File: config.mk
export PLATFORM = sky130hd
export DESIGN_NAME = fp_addsub_seq_flat
export DESIGN_NICKNAME = d
export VERILOG_FILES = /design/src/rtl/fp_addsub_seq_if.sv /design/src/rtl/fp_addsub_seq.sv /design/src/flat_wrapper.sv
export SDC_FILE = /design/constraint.sdc
export NUM_CORES = 1
export LEC_CHECK = 0
export CORE_ASPECT_RATIO = 1.5
export CORE_MARGIN = 2
export CORE_UTILIZATION = 58
export DETAILED_ROUTE_END_ITERATION = 8
export PLACE_DENSITY = 0.86
export SETUP_SLACK_MARGIN = 0.02
export SLEW_MARGIN = 5
export SYNTH_ARGS = -nofsm -noshare
export SYNTH_HDL_FRONTEND = slang
export SYNTH_SLANG_ARGS = --single-unit
File: constraint.sdc
create_clock -name clk -period 7.4 [get_ports clk]
set_clock_uncertainty 0.15 [all_clocks]
set_input_delay 1.48 -clock clk [delete_from_list [all_inputs] [get_ports clk]]
set_output_delay 1.48 -clock clk [all_outputs]
set_load 0.01 [all_outputs]
File: src/rtl/fp_addsub_seq_if.sv
// Issue handshake and shared 24-bit mantissa adder bus for the FP add/sub sequencer.
interface fp_addsub_seq_if;
    logic        start;
    logic [31:0] a;
    logic [31:0] b;
    logic        sub;
    logic        busy;
    logic        done;
    logic [31:0] result;
    logic        overflow;
    logic        invalid;
    logic [23:0] add_reg1;
    logic [23:0] add_reg2;
    logic        add_op;
    logic [23:0] add_result;
    logic        add_cout;

    modport slave (
        input  start, a, b, sub, add_result, add_cout,
        output busy, done, result, overflow, invalid, add_reg1, add_reg2, add_op
    );

    modport master (
        output start, a, b, sub, add_result, add_cout,
        input  busy, done, result, overflow, invalid, add_reg1, add_reg2, add_op
    );
endinterface

File: src/rtl/fp_addsub_seq.sv
// Multi-cycle IEEE-754 single-precision add/subtract sequencer driving an external
// 24-bit mantissa adder: unpack, align (1 bit/cycle), add, normalise (1 bit/cycle), pack.
module fp_addsub_seq #(
    parameter int ADD_LAT = 1
) (
    input  logic           clk,
    input  logic           rst,
    fp_addsub_seq_if.slave bus
);
    typedef enum logic [2:0] {S_IDLE, S_UNPACK, S_ALIGN, S_ADD, S_NORM, S_DONE} state_t;

    localparam logic [1:0] LAST_ADD = 2'(ADD_LAT);

    state_t      state_q, state_d;
    logic [31:0] a_q, a_d, b_q, b_d, res_q, res_d;
    logic        sub_q, sub_d, sign_q, sign_d, eff_sub_q, eff_sub_d, carry_q, carry_d;
    logic        done_q, done_d, ovf_q, ovf_d, inv_q, inv_d;
    logic [7:0]  exp_q, exp_d;
    logic [23:0] mant_l_q, mant_l_d, mant_s_q, mant_s_d, mant_r_q, mant_r_d;
    logic [4:0]  shift_q, shift_d;
    logic [1:0]  cnt_q, cnt_d;

    logic [7:0]  ea, eb, exp_diff;
    logic [23:0] ma, mb;
    logic        sb_eff, a_ge_b;

    // Unpack view of the latched operands; exponent 0 flushes to zero.
    always_comb begin
        ea       = a_q[30:23];
        eb       = b_q[30:23];
        ma       = (ea != 8'd0) ? {1'b1, a_q[22:0]} : 24'd0;
        mb       = (eb != 8'd0) ? {1'b1, b_q[22:0]} : 24'd0;
        sb_eff   = b_q[31] ^ sub_q;
        a_ge_b   = {ea, ma} >= {eb, mb};
        exp_diff = a_ge_b ? (ea - eb) : (eb - ea);
    end

    always_comb begin
        state_d   = state_q;
        a_d       = a_q;
        b_d       = b_q;
        sub_d     = sub_q;
        sign_d    = sign_q;
        eff_sub_d = eff_sub_q;
        exp_d     = exp_q;
        mant_l_d  = mant_l_q;
        mant_s_d  = mant_s_q;
        mant_r_d  = mant_r_q;
        shift_d   = shift_q;
        cnt_d     = cnt_q;
        carry_d   = carry_q;
        done_d    = 1'b0;
        ovf_d     = ovf_q;
        inv_d     = inv_q;
        res_d     = res_q;

        case (state_q)
            S_IDLE: begin
                if (bus.start) begin
                    a_d     = bus.a;
                    b_d     = bus.b;
                    sub_d   = bus.sub;
                    ovf_d   = 1'b0;
                    inv_d   = 1'b0;
                    state_d = S_UNPACK;
                end
            end
            S_UNPACK: begin
                cnt_d     = 2'd0;
                carry_d   = 1'b0;
                eff_sub_d = a_q[31] ^ sb_eff;
                if (ea == 8'hFF || eb == 8'hFF) begin
                    inv_d    = 1'b1;
                    sign_d   = 1'b0;
                    exp_d    = 8'hFF;
                    mant_r_d = 24'h400000;
                    state_d  = S_DONE;
                end else if (ea == 8'd0) begin
                    sign_d   = sb_eff;
                    exp_d    = eb;
                    mant_r_d = {1'b0, b_q[22:0]};
                    state_d  = S_DONE;
                end else if (eb == 8'd0) begin
                    sign_d   = a_q[31];
                    exp_d    = ea;
                    mant_r_d = {1'b0, a_q[22:0]};
                    state_d  = S_DONE;
                end else begin
                    sign_d   = a_ge_b ? a_q[31] : sb_eff;
                    exp_d    = a_ge_b ? ea : eb;
                    mant_l_d = a_ge_b ? ma : mb;
                    mant_s_d = a_ge_b ? mb : ma;
                    // 24 shifts already clear a 24-bit mantissa, so longer distances stop there.
                    shift_d  = (exp_diff >= 8'd24) ? 5'd24 : exp_diff[4:0];
                    state_d  = (exp_diff == 8'd0) ? S_ADD : S_ALIGN;
                end
            end
            S_ALIGN: begin
                mant_s_d = mant_s_q >> 1;
                shift_d  = shift_q - 5'd1;
                if (shift_q == 5'd1) state_d = S_ADD;
            end
            S_ADD: begin
                if (cnt_q == LAST_ADD) begin
                    mant_r_d = bus.add_result;
                    carry_d  = bus.add_cout & ~eff_sub_q;
                    state_d  = S_NORM;
                end else begin
                    cnt_d = cnt_q + 2'd1;
                end
            end
            S_NORM: begin
                if (carry_q) begin
                    carry_d = 1'b0;
                    state_d = S_DONE;
                    if (exp_q == 8'd254) begin
                        ovf_d    = 1'b1;
                        exp_d    = 8'hFF;
                        mant_r_d = 24'd0;
                    end else begin
                        exp_d    = exp_q + 8'd1;
                        mant_r_d = {1'b1, mant_r_q[23:1]};
                    end
                end else if (mant_r_q == 24'd0) begin
                    sign_d  = 1'b0;
                    exp_d   = 8'd0;
                    state_d = S_DONE;
                end else if (mant_r_q[23]) begin
                    state_d = S_DONE;
                end else if (exp_q == 8'd1) begin
                    // Next shift would underflow into the denormal range: flush, keep sign.
                    exp_d    = 8'd0;
                    mant_r_d = 24'd0;
                    state_d  = S_DONE;
                end else begin
                    mant_r_d = {mant_r_q[22:0], 1'b0};
                    exp_d    = exp_q - 8'd1;
                end
            end
            S_DONE: begin
                done_d  = 1'b1;
                res_d   = {sign_q, exp_q, mant_r_q[22:0]};
                state_d = S_IDLE;
            end
            default: state_d = S_IDLE;
        endcase
    end

    always_ff @(posedge clk or posedge rst) begin
        if (rst) begin
            state_q <= S_IDLE;
            done_q  <= 1'b0;
            ovf_q   <= 1'b0;
            inv_q   <= 1'b0;
            res_q   <= 32'd0;
            cnt_q   <= 2'd0;
            shift_q <= 5'd0;
        end else begin
            state_q <= state_d;
            done_q  <= done_d;
            ovf_q   <= ovf_d;
            inv_q   <= inv_d;
            res_q   <= res_d;
            cnt_q   <= cnt_d;
            shift_q <= shift_d;
        end
    end

    always_ff @(posedge clk) begin
        a_q       <= a_d;
        b_q       <= b_d;
        sub_q     <= sub_d;
        sign_q    <= sign_d;
        eff_sub_q <= eff_sub_d;
        exp_q     <= exp_d;
        mant_l_q  <= mant_l_d;
        mant_s_q  <= mant_s_d;
        mant_r_q  <= mant_r_d;
        carry_q   <= carry_d;
    end

    assign bus.busy     = (state_q != S_IDLE);
    assign bus.done     = done_q;
    assign bus.result   = res_q;
    assign bus.overflow = ovf_q;
    assign bus.invalid  = inv_q;
    assign bus.add_reg1 = (state_q == S_ADD) ? mant_l_q : 24'd0;
    assign bus.add_reg2 = (state_q == S_ADD) ? mant_s_q : 24'd0;
    assign bus.add_op   = (state_q == S_ADD) ? eff_sub_q : 1'b0;
endmodule
File: src/flat_wrapper.sv
// flat-port wrapper written by rule: the top's interface ports become plain ports
module fp_addsub_seq_flat 
#(
    parameter int ADD_LAT = 1
)
  (clk, rst, bus_start, bus_a, bus_b, bus_sub, bus_add_result, bus_add_cout, bus_busy, bus_done, bus_result, bus_overflow, bus_invalid, bus_add_reg1, bus_add_reg2, bus_add_op);
  fp_addsub_seq_if bus_i ();
  input  logic clk;
  input  logic rst;
  input wire logic [$bits(bus_i.start)-1:0] bus_start;
  input wire logic [$bits(bus_i.a)-1:0] bus_a;
  input wire logic [$bits(bus_i.b)-1:0] bus_b;
  input wire logic [$bits(bus_i.sub)-1:0] bus_sub;
  input wire logic [$bits(bus_i.add_result)-1:0] bus_add_result;
  input wire logic [$bits(bus_i.add_cout)-1:0] bus_add_cout;
  output wire logic [$bits(bus_i.busy)-1:0] bus_busy;
  output wire logic [$bits(bus_i.done)-1:0] bus_done;
  output wire logic [$bits(bus_i.result)-1:0] bus_result;
  output wire logic [$bits(bus_i.overflow)-1:0] bus_overflow;
  output wire logic [$bits(bus_i.invalid)-1:0] bus_invalid;
  output wire logic [$bits(bus_i.add_reg1)-1:0] bus_add_reg1;
  output wire logic [$bits(bus_i.add_reg2)-1:0] bus_add_reg2;
  output wire logic [$bits(bus_i.add_op)-1:0] bus_add_op;
  assign bus_i.start = bus_start;
  assign bus_i.a = bus_a;
  assign bus_i.b = bus_b;
  assign bus_i.sub = bus_sub;
  assign bus_i.add_result = bus_add_result;
  assign bus_i.add_cout = bus_add_cout;
  assign bus_busy = bus_i.busy;
  assign bus_done = bus_i.done;
  assign bus_result = bus_i.result;
  assign bus_overflow = bus_i.overflow;
  assign bus_invalid = bus_i.invalid;
  assign bus_add_reg1 = bus_i.add_reg1;
  assign bus_add_reg2 = bus_i.add_reg2;
  assign bus_add_op = bus_i.add_op;
  fp_addsub_seq #(.ADD_LAT(ADD_LAT)) u_core (.clk(clk), .rst(rst), .bus(bus_i));
endmodule
After elaboration in Yosys (flattened, before gate mapping) --
Cells that the tools add are included.
Storage, ports and cells: flip-flop bits (word level) 193, input port bits 93, output and inout port bits 85, logic and storage cells 157
Cells by class: $add $sub $neg 6, $lt $le $gt $ge 2, equality and inequality tests 28, multiplexer cells 67, bitwise operators 7, reduce and logical (&&, ||, !) cells 29
Operators by type and width (count):
- $mux 24 | 18
- $mux 8 | 10
- $pmux 24 s3 | 1
- $pmux 24 s2 | 1
- $ge 32x32->1 | 1
- $mux 3 | 10
- $eq 8x8->1 const B | 3
- $logic_not 24->1 | 1
- $logic_not 8->1 | 3
- $mux 5 | 4
- $reduce_and 4->1 | 5
- $pmux 8 s2 | 1
- $reduce_bool 8->1 | 2
- $sub 8x8->8 | 2
- $pmux 3 s5 | 1
- $mux 1 | 14
- $ne 2x1->1 const B | 6
- $ne 2x2->1 const B | 6
- $reduce_bool 2->1 | 6
- $pmux 5 s2 | 1
- $add 8x1->8 const B | 1
- $eq 8x1->1 const B | 1
- $ge 8x5->1 const B | 1
- $pmux 1 s2 | 4
- other kinds (24) | 36

Longest topological paths before layout --
Gate-level depths: netlist (run 1).
word-level depth 10, gate-level depth with buffers 19, mapped depth without buffers 14

Least setup slack after synthesis (run 1) --
OpenSTA, ideal clock, no wires.
path kind input -> register, start point input bus_start, end point register u_core.a_q[0] (enable), library setup time 0.488 ns, arrival 4.268 ns, data required time 6.762 ns, setup slack 2.494 ns, stages 2, path buffers 0, path through nand2_1 -> nor2_1
On the way: longest elaborated chain between the ends 1
Ends and longest elaborated chain:
- start: declaration | RTL line flat_wrapper.sv:10 | input wire logic [$bits(bus_i.start)-1:0] bus_start;
- $reduce_and 2->1 (no source line)
- end signal: assignment | RTL line fp_addsub_seq.sv:170 | a_q <= a_d;
- end: declaration | RTL line fp_addsub_seq.sv:15 | logic [31:0] a_q, a_d, b_q, b_d, res_q, res_d;
No other way between the ends. A chain may end at the register's enable or synchronous reset.

Final worst setup path (run 1) --
start point register u_core.a_q[24], end point register u_core.exp_q[4] (data pin)
On the way: longest elaborated chain between the ends 8, elaborated cells on any way between the ends 11, classes of those cells order compare: 1; eq/ne: 1; mux: 6; reduce/logical: 3
Ends and longest elaborated chain:
- $reduce_bool 8->1 | RTL line fp_addsub_seq.sv:31 | ma = (ea != 8'd0) ? {1'b1, a_q[22:0]} : 24'd0;
- $mux 24 | RTL line fp_addsub_seq.sv:31
- $ge 32x32->1 | RTL line fp_addsub_seq.sv:34 | a_ge_b = {ea, ma} >= {eb, mb};
- $mux 8 | RTL line fp_addsub_seq.sv:90 | exp_d = a_ge_b ? ea : eb;
- $mux 8 | RTL line fp_addsub_seq.sv:83 | end else if (eb == 8'd0) begin
- $mux 8 | RTL line fp_addsub_seq.sv:78 | end else if (ea == 8'd0) begin
- $mux 8 (*) | RTL line fp_addsub_seq.sv:72 | if (ea == 8'hFF || eb == 8'hFF) begin
- $pmux 8 s2 (*) | RTL line fp_addsub_seq.sv:57 | case (state_q)
- named net u_core.exp_d[4] | RTL line fp_addsub_seq.sv:18 | logic [7:0] exp_q, exp_d;
- end signal: assignment | RTL line fp_addsub_seq.sv:175 | exp_q <= exp_d;
- end: declaration | RTL line fp_addsub_seq.sv:18
The timed path passes the listed nets; every way through them passes the cells marked *.

==> key figures, run 1 <==
Run status
  – Status: finished clean

Job
  – Max-Cap Viols: 0

Setup path
  – Critical path launch point: u_core.a_q[24]$_DFFE_PP_
  – Reg2reg end: u_core.exp_q[4]$_DFFE_PP_
  – CP Class: register to register
  – Reg-to-reg slack, setup: 2.46 ns
  – Critical path capture point: u_core.exp_q[4]$_DFFE_PP_
  – Path depth of the worst reg2reg path: 14
  – Data required, critical path: 7.44 ns
  – Worst Setup End Kind: register
  – CP Max Fanout: 28
  – CP Launch Type: register
  – RR Startpoint: u_core.a_q[24]$_DFFE_PP_
  – Worst EP arrival: 4.98 ns

GRT
  – Initial antenna violation count: 0
  – Gr ovfl total: 0
  – Largest net degree at the start of global routing: 51
  – First-pass GRT wire length: 46,080 microns
  – Gr usage total: 31.34%
  – Vias in the first global route: 8,586

Clocking
  – Number of buffers created by CTS: 17
  – CTS resizes: 0
  – Clock Path Buffers: 2
  – Clk slew on worst S/H paths: 0.07 ns
  – TritonCTS clock tree: yes
  – CTS root buffer: clkbuf_16
  – H-tree Lvls: 4
  – Clock sink count: 193
  – Number of post-CTS setup repair buffers: 0
  – Hold buffers post-CTS: 0
  – Clk_lat worst skew: 0.45 ns

STA
  – Max transition margin: 21.84%
  – Hold WS: 0.3250 ns
  – Fin Setup TNS: 0 ns
  – Period utilization: 66.80%
  – Fmax: 202.3 MHz
  – Slew Limit Fails: 0
  – Final Hold Viols: 0
  – Tightest Pin Transition: 1.170 ns
  – Final setup viols: 0
  – Worst Slack Setup Final: 2.457 ns
  – Min Tclk post-route: 4.943 ns
  – RSZ-0062 raised after global routing: false

Power and ir drop
  – Pwr dens: 387.4 mW/mm^2
  – Clock Power Share: 18.1%
  – Net Sw Power: 1.985 mW
  – Leak pwr: 5.123 nW
  – Gate power share: 41.9%
  – Seq pwr share: 40.0%
  – Internal power: 3.070 mW
  – Sw Ratio: 39.26%
  – Total chip power: 5.055 mW
  – Peak VDD IR: 0.1793 mV

Final layout
  – Layout cell share with drive strength beyond 1: 7.897%
  – Seq. cell area: 0.005570 sq mm
  – Number of antenna repair diodes: 0
  – Final Cell Area: 0.01305 sq mm
  – Nets: 1,332
  – # fillers: 1,305
  – Synthesis-to-layout area growth: 23.73%
  – Final Non-Filler Cells: 1,420
  – Core Util, Final: 73.02%
  – Area of the multi-input gates: 0.004544 sq mm

Worst hold path
  – Worst hold path type: register to register

Synthesis
  – Yosys reg bits: 193
  – Net Count, Synth: 1,182
  – Post-Synthesis Mean Instance Area: 10.14 sq um
  – Post-synth top flop: edfxtp_1
  – Register area share after synthesis: 52.83%
  – FFs w/ async S/R, synth: 23.32%
  – Unique masters post-synth: 76
  – Mapped cell area: 0.01054 sq mm
  – Syn. warnings: 0
  – Post-synth EDFFs: 148
  – Cells after Synth: 1,040

Routing
  – DR vias: 8,909
  – DR iter-0 viols: 1,184
  – Final wirelength: 29,830 microns
  – Antenna Violating Nets Remaining: 0
  – Routed WL per cell: 21.00 microns
  – Drt first pass iters: 8
  – Drt drc: 0
  – Vias/cell: 6.274

Placed design
  – I/O Buffers: 177
  – Dpl cells: 1,388
  – Pre-CTS setup slack: 2.632 ns
  – Cell Area, Placed: 0.01246 sq mm
  – GP Congestion: 0.9502
  – DP Wirelength: 21,400 microns

Floorplan
  – Rows: 60
  – # IOs: 178
  – Die W: 114.1 microns
  – Initial Util: 59.01%
  – Core ar.: 0.01787 sq mm
  – Die area: 0.01930 sq mm
  – Die Y-Extent: 169.1 microns
[sequential cells by signal, summed over array words and instances, names as in the netlist, 2 cells and up]
register           cells
u_core.mant_r_q       24
u_core.b_q            32
u_core.mant_l_q       24
u_core.state_q         3
u_core.a_q            32
u_core.cnt_q           2
u_core.mant_s_q       24
u_core.exp_q           8
u_core.bus.result     32
u_core.shift_q         5
[worst max-delay path: stages, from the launching register on]
cell	delay, ns
edfxtp_1	0.51
nor4_1	0.28
and2_1	0.16
buf_4	0.31
inv_2	0.33
nand2_1	0.24
ha_1	0.27
nand2b_1	0.16
a2111o_1	0.40
a221oi_1	0.41
o22ai_4	0.20
nor2_2	0.30
nand2_1	0.28
a221oi_1	0.59
nor2_1	0.08
[cells by family (layout without fill, tap and decap cells)]
| logic type | Yosys count | after routing | share of synthesized area (%) |
|---|---|---|---|
| multiplexers | 30 | 30 | 3.216 |
| AND/OR/NAND/NOR | 360 | 360 | 16.58 |
| buffers and inverters | 115 | 278 | 4.308 |
| flip-flops | 193 | 193 | 52.83 |
| adder cells (fa/ha/maj) | 49 | 49 | 5.957 |
| AO/OA/AOI/OAI | 285 | 285 | 16.45 |
| XOR/XNOR | 8 | 8 | 0.6646 |
[synth_stat cells, types with 6 or more instances]
master | n | area [sq um]
a211oi_1 | 10 | 75.07
a21o_1 | 7 | 52.55
a21oi_1 | 94 | 470.5
a22oi_1 | 23 | 172.7
a31oi_1 | 7 | 43.79
and2_1 | 54 | 337.8
and3_1 | 7 | 43.79
buf_2 | 9 | 45.04
clkbuf_1 | 42 | 157.7
dfrtp_1 | 45 | 1126
edfxtp_1 | 148 | 4444
ha_1 | 47 | 588.1
inv_1 | 55 | 206.5
mux2_2 | 28 | 315.3
nand2_1 | 162 | 608.1
nand3_1 | 11 | 55.05
nand4_1 | 10 | 62.56
nor2_1 | 56 | 210.2
nor3_1 | 13 | 65.06
nor4_1 | 11 | 68.82
o21a_1 | 7 | 52.55
o21ai_0 | 94 | 470.5
or3_1 | 6 | 37.54
xnor2_1 | 6 | 52.55
[cells in the final DEF, fill, tap and decap left out, types with 8 or more instances in the layout]
| cell type | n |
|---|---|
| clkdlybuf4s50_1 | 177 |
| nand2_1 | 162 |
| edfxtp_1 | 148 |
| o21ai_0 | 94 |
| a21oi_1 | 94 |
| inv_1 | 54 |
| nor2_1 | 54 |
| and2_1 | 54 |
| ha_1 | 47 |
| dfrtp_1 | 45 |
| mux2_2 | 28 |
| a22oi_1 | 23 |
| clkbuf_16 | 18 |
| buf_4 | 12 |
| nor4_1 | 11 |
| nor3_1 | 11 |
| nand3_1 | 11 |
| nand4_1 | 10 |
| a211oi_1 | 10 |
| inv_6 | 8 |
[worst min path at each step]
stage               slack [ns]                   startpoint  cells past startpoint                                 to
detailed placement        0.30  u_core.sign_q$_SDFFCE_PP0P_                      2  u_core.bus.result[31]$_DFFE_PP0P_
global route              0.35  u_core.sign_q$_SDFFCE_PP0P_                      2  u_core.bus.result[31]$_DFFE_PP0P_
CTS                       0.32  u_core.sign_q$_SDFFCE_PP0P_                      2  u_core.bus.result[31]$_DFFE_PP0P_
finish                    0.32  u_core.sign_q$_SDFFCE_PP0P_                      2  u_core.bus.result[31]$_DFFE_PP0P_
global placement          0.30  u_core.sign_q$_SDFFCE_PP0P_                      2  u_core.bus.result[31]$_DFFE_PP0P_
floorplan                 0.26  u_core.sign_q$_SDFFCE_PP0P_                      2  u_core.bus.result[31]$_DFFE_PP0P_
[area by class of cell]
class	instances	share of cell area, %
Sequential cell	193	42.70
Multi-Input combinational cell	732	34.83
Timing Repair Buffer	189	14.27
Clock buffer	18	3.453
Tap cell	217	2.081
Inverter	57	1.640
Clock inverter	14	1.026
[power groups by stage]
stage | clock network [mW] | logic (mW) | registers [mW]
finish | 0.916 | 2.12 | 2.02
global route | 0.958 | 2.30 | 2.06
CTS | 0.920 | 2.10 | 2.01
detailed placement | 0 | 2.07 | 2.03
global placement | 0 | 2.01 | 2.01
floorplan | 0 | 1.30 | 1.92
[per-layer routing]
layer | up-vias | global-route usage (%) | wire length (microns)
li1 | 4058 | - | -
met1 | 4188 | 36.86 | 10540
met2 | 546 | 53.75 | 15080
met3 | 117 | 5.714 | 2403
met4 | 0 | 17.55 | 1794
met5 | - | 0 | 0
Power figures use the tool's default switching activity.
==> run 2: changes to the inputs <==
Settings changed: CORE_UTILIZATION 58 to 49, PLACE_DENSITY 0.86 to 0.77.
Clock period 7.4 ns to 4.2 ns, I/O delays scaled along.
==> key figures, run 2 (synthesis results as in run 1) <==
Setup path
  – Data required, critical path: 4.39 ns (-3.05 ns)
  – Worst EP arrival: 4.22 ns (-0.76 ns)
  – RR Startpoint: u_core.b_q[25]$_DFFE_PP_
  – CP Max Fanout: 29 (+3.6%)
  – CP Class: register to register
  – CP Launch Type: register
  – Critical path launch point: u_core.b_q[25]$_DFFE_PP_
  – Worst Setup End Kind: register

Clocking
  – H-tree Lvls: 4 (unchanged)
  – Clk_lat worst skew: 0.45 ns (about the same)
  – Number of post-CTS setup repair buffers: 0 (unchanged)
  – Clk slew on worst S/H paths: 0.08 ns (about the same)
  – Hold buffers post-CTS: 0 (unchanged)
  – Clock sink count: 193 (unchanged)
  – CTS resizes: 0 (unchanged)
  – TritonCTS clock tree: yes
  – CTS root buffer: clkbuf_16
  – Number of buffers created by CTS: 17 (unchanged)
  – Clock Path Buffers: 2 (unchanged)

GRT
  – Largest net degree at the start of global routing: 68 (+33%)
  – Initial antenna violation count: 0 (unchanged)
  – Met2 Track Usage GR: 45.60% (-8.1 points)
  – Vias in the first global route: 8,440 (-1.7%)
  – First-pass GRT wire length: 44,750 microns (-2.9%)
  – Gr usage total: 26.45% (-4.9 points)
  – Gr ovfl total: 0 (unchanged)
  – GR Util met1: 31.37% (-5.5 points)
  – GR peak layer: met2
  – Grt met3 use: 3.846% (-1.9 points)

STA
  – Fmax: 248.3 MHz (+23%)
  – Tightest Pin Transition: 0.8670 ns (-0.3026 ns)
  – Max transition margin: 42.20% (+20 points)
  – Final Hold Viols: 0 (unchanged)
  – Min Tclk post-route: 4.028 ns (-0.9150 ns)
  – Slew Limit Fails: 0 (unchanged)
  – RSZ-0062 raised after global routing: false
  – Fin Setup TNS: 0 ns (unchanged)
  – Period utilization: 95.91% (+29 points)
  – Final setup viols: 0 (unchanged)

Floorplan
  – Core ar.: 0.02106 sq mm (+18%)
  – Die W: 123.8 microns (+8.5%)
  – Die Y-Extent: 183.7 microns (+8.6%)
  – Die area: 0.02273 sq mm (+18%)
  – Initial Util: 50.06% (-9.0 points)
  – Rows: 65 (+8.3%)
  – # IOs: 178 (unchanged)

Placed design
  – I/O Buffers: 177 (unchanged)
  – Dpl cells: 1,467 (+5.7%)
  – Cell Area, Placed: 0.01275 sq mm (+2.3%)
  – GP Congestion: 0.9159 (-3.6%)
  – DP Wirelength: 22,160 microns (+3.5%)

Run status
  – Status: finished clean

Routing
  – DR iter-0 viols: 811 (-32%)
  – Vias/cell: 5.837 (-7.0%)
  – Final wirelength: 29,470 microns (-1.2%)
  – Routed WL per cell: 19.65 microns (-6.5%)
  – Drt drc: 0 (unchanged)
  – Antenna Violating Nets Remaining: 0 (unchanged)
  – DR vias: 8,755 (-1.7%)
  – Drt first pass iters: 7 (-1)

Final layout
  – Nets: 1,360 (+2.1%)
  – Seq. cell area: 0.005570 sq mm (unchanged)
  – Final Non-Filler Cells: 1,500 (+5.6%)
  – Most common cell after layout, fill and taps aside: clkdlybuf4s50_1
  – Final Cell Area: 0.01336 sq mm (+2.4%)
  – Area of the multi-input gates: 0.004564 sq mm (+0.44%)
  – Commonest non-fill, non-tap cells in the layout: clkdlybuf4s50_1, nand2_1, edfxtp_1
  – Synthesis-to-layout area growth: 26.75%
  – Layout cell share with drive strength beyond 1: 10.24% (+2.3 points)
  – # fillers: 1,729 (+32%)

Job
  – Max-Cap Viols: 0 (unchanged)

Worst hold path
  – Worst hold path type: register to register
  – Hold_sp: u_core.bus.result[24]$_DFFE_PP0P_

Power and ir drop
  – Pwr dens: 666.7 mW/mm^2 (+72%)
  – Peak VDD IR: 0.3577 mV (+99%)
  – Leak pwr: 5.263 nW (+2.7%)
==> run 2: metrics by stage <==
stage | hold slack [ns] | setup slack (ns) | total power, mW | util, %
final | 0.3315 | 0.1719 | 8.910 | 63.45
after global routing | 0.3595 | 0.02598 | 9.454 | 63.43
after CTS | 0.3358 | 0.1107 | 8.906 | 63.31
after detailed placement | 0.3201 | 0.1177 | 7.311 | 60.55
after global placement | 0.3103 | 0.1527 | 7.240 | 60.55
after floorplan | 0.2645 | 0.1002 | 5.673 | -
==> run 2: power by group <==
group | internal, mW | leakage (nW) | switching (mW)
registers | 2.99 | 1.94 | 0.488
logic | 1.68 | 3.04 | 2.16
clock network | 0.829 | 0.284 | 0.759
total | 5.50 | 5.26 | 3.41
==> run 2: worst paths after layout <==
kind	slack [ns]	to	cells after the start
max	0.17	u_core.state_q[0]$_DFFE_PP0P_	14
min	0.33	u_core.bus.result[24]$_DFFE_PP0P_	2
max reg2reg	0.17	u_core.state_q[0]$_DFFE_PP0P_	14
min reg2reg	0.33	u_core.bus.result[24]$_DFFE_PP0P_	2
max in group asynchronous	2.62	u_core.shift_q[1]$_DFFE_PP0P_	3
min in group asynchronous	0.53	u_core.bus.result[16]$_DFFE_PP0P_	2
==> run 2: worst max-delay path: stages, from the launching register on <==
cell and delay [ns]:
edfxtp_1 0.40, nor4_1 0.30, nand2_1 0.22, buf_4 0.30, nand2_1 0.20, ha_1 0.27
a21o_1 0.16, a21oi_1 0.14, o221ai_1 0.18, a221o_1 0.35, buf_4 0.18, and4bb_2 0.29
and4bb_4 0.20, or2_1 0.24, o41ai_2 0.31
==> run 2: cell type report <==
cell class / count / area share [%]
clock inverter: 13 / 0.8894
multi-input combinational: 732 / 34.15
inverter: 57 / 1.620
clock buffer: 19 / 3.473
antenna: 1 / 0.01872
tap: 268 / 2.509
sequential: 193 / 41.68
timing repair buffer: 217 / 15.65
==> run 2: layer usage <==
layer | part of all wire (%) | routed length [microns] | up-vias
met2 | 52 | 15200 | 391
met1 | 38 | 11210 | 4174
met3 | 5.5 | 1608 | 75
met5 | 0 | 0 | -
met4 | 4.9 | 1444 | 0
li1 | - | - | 4115
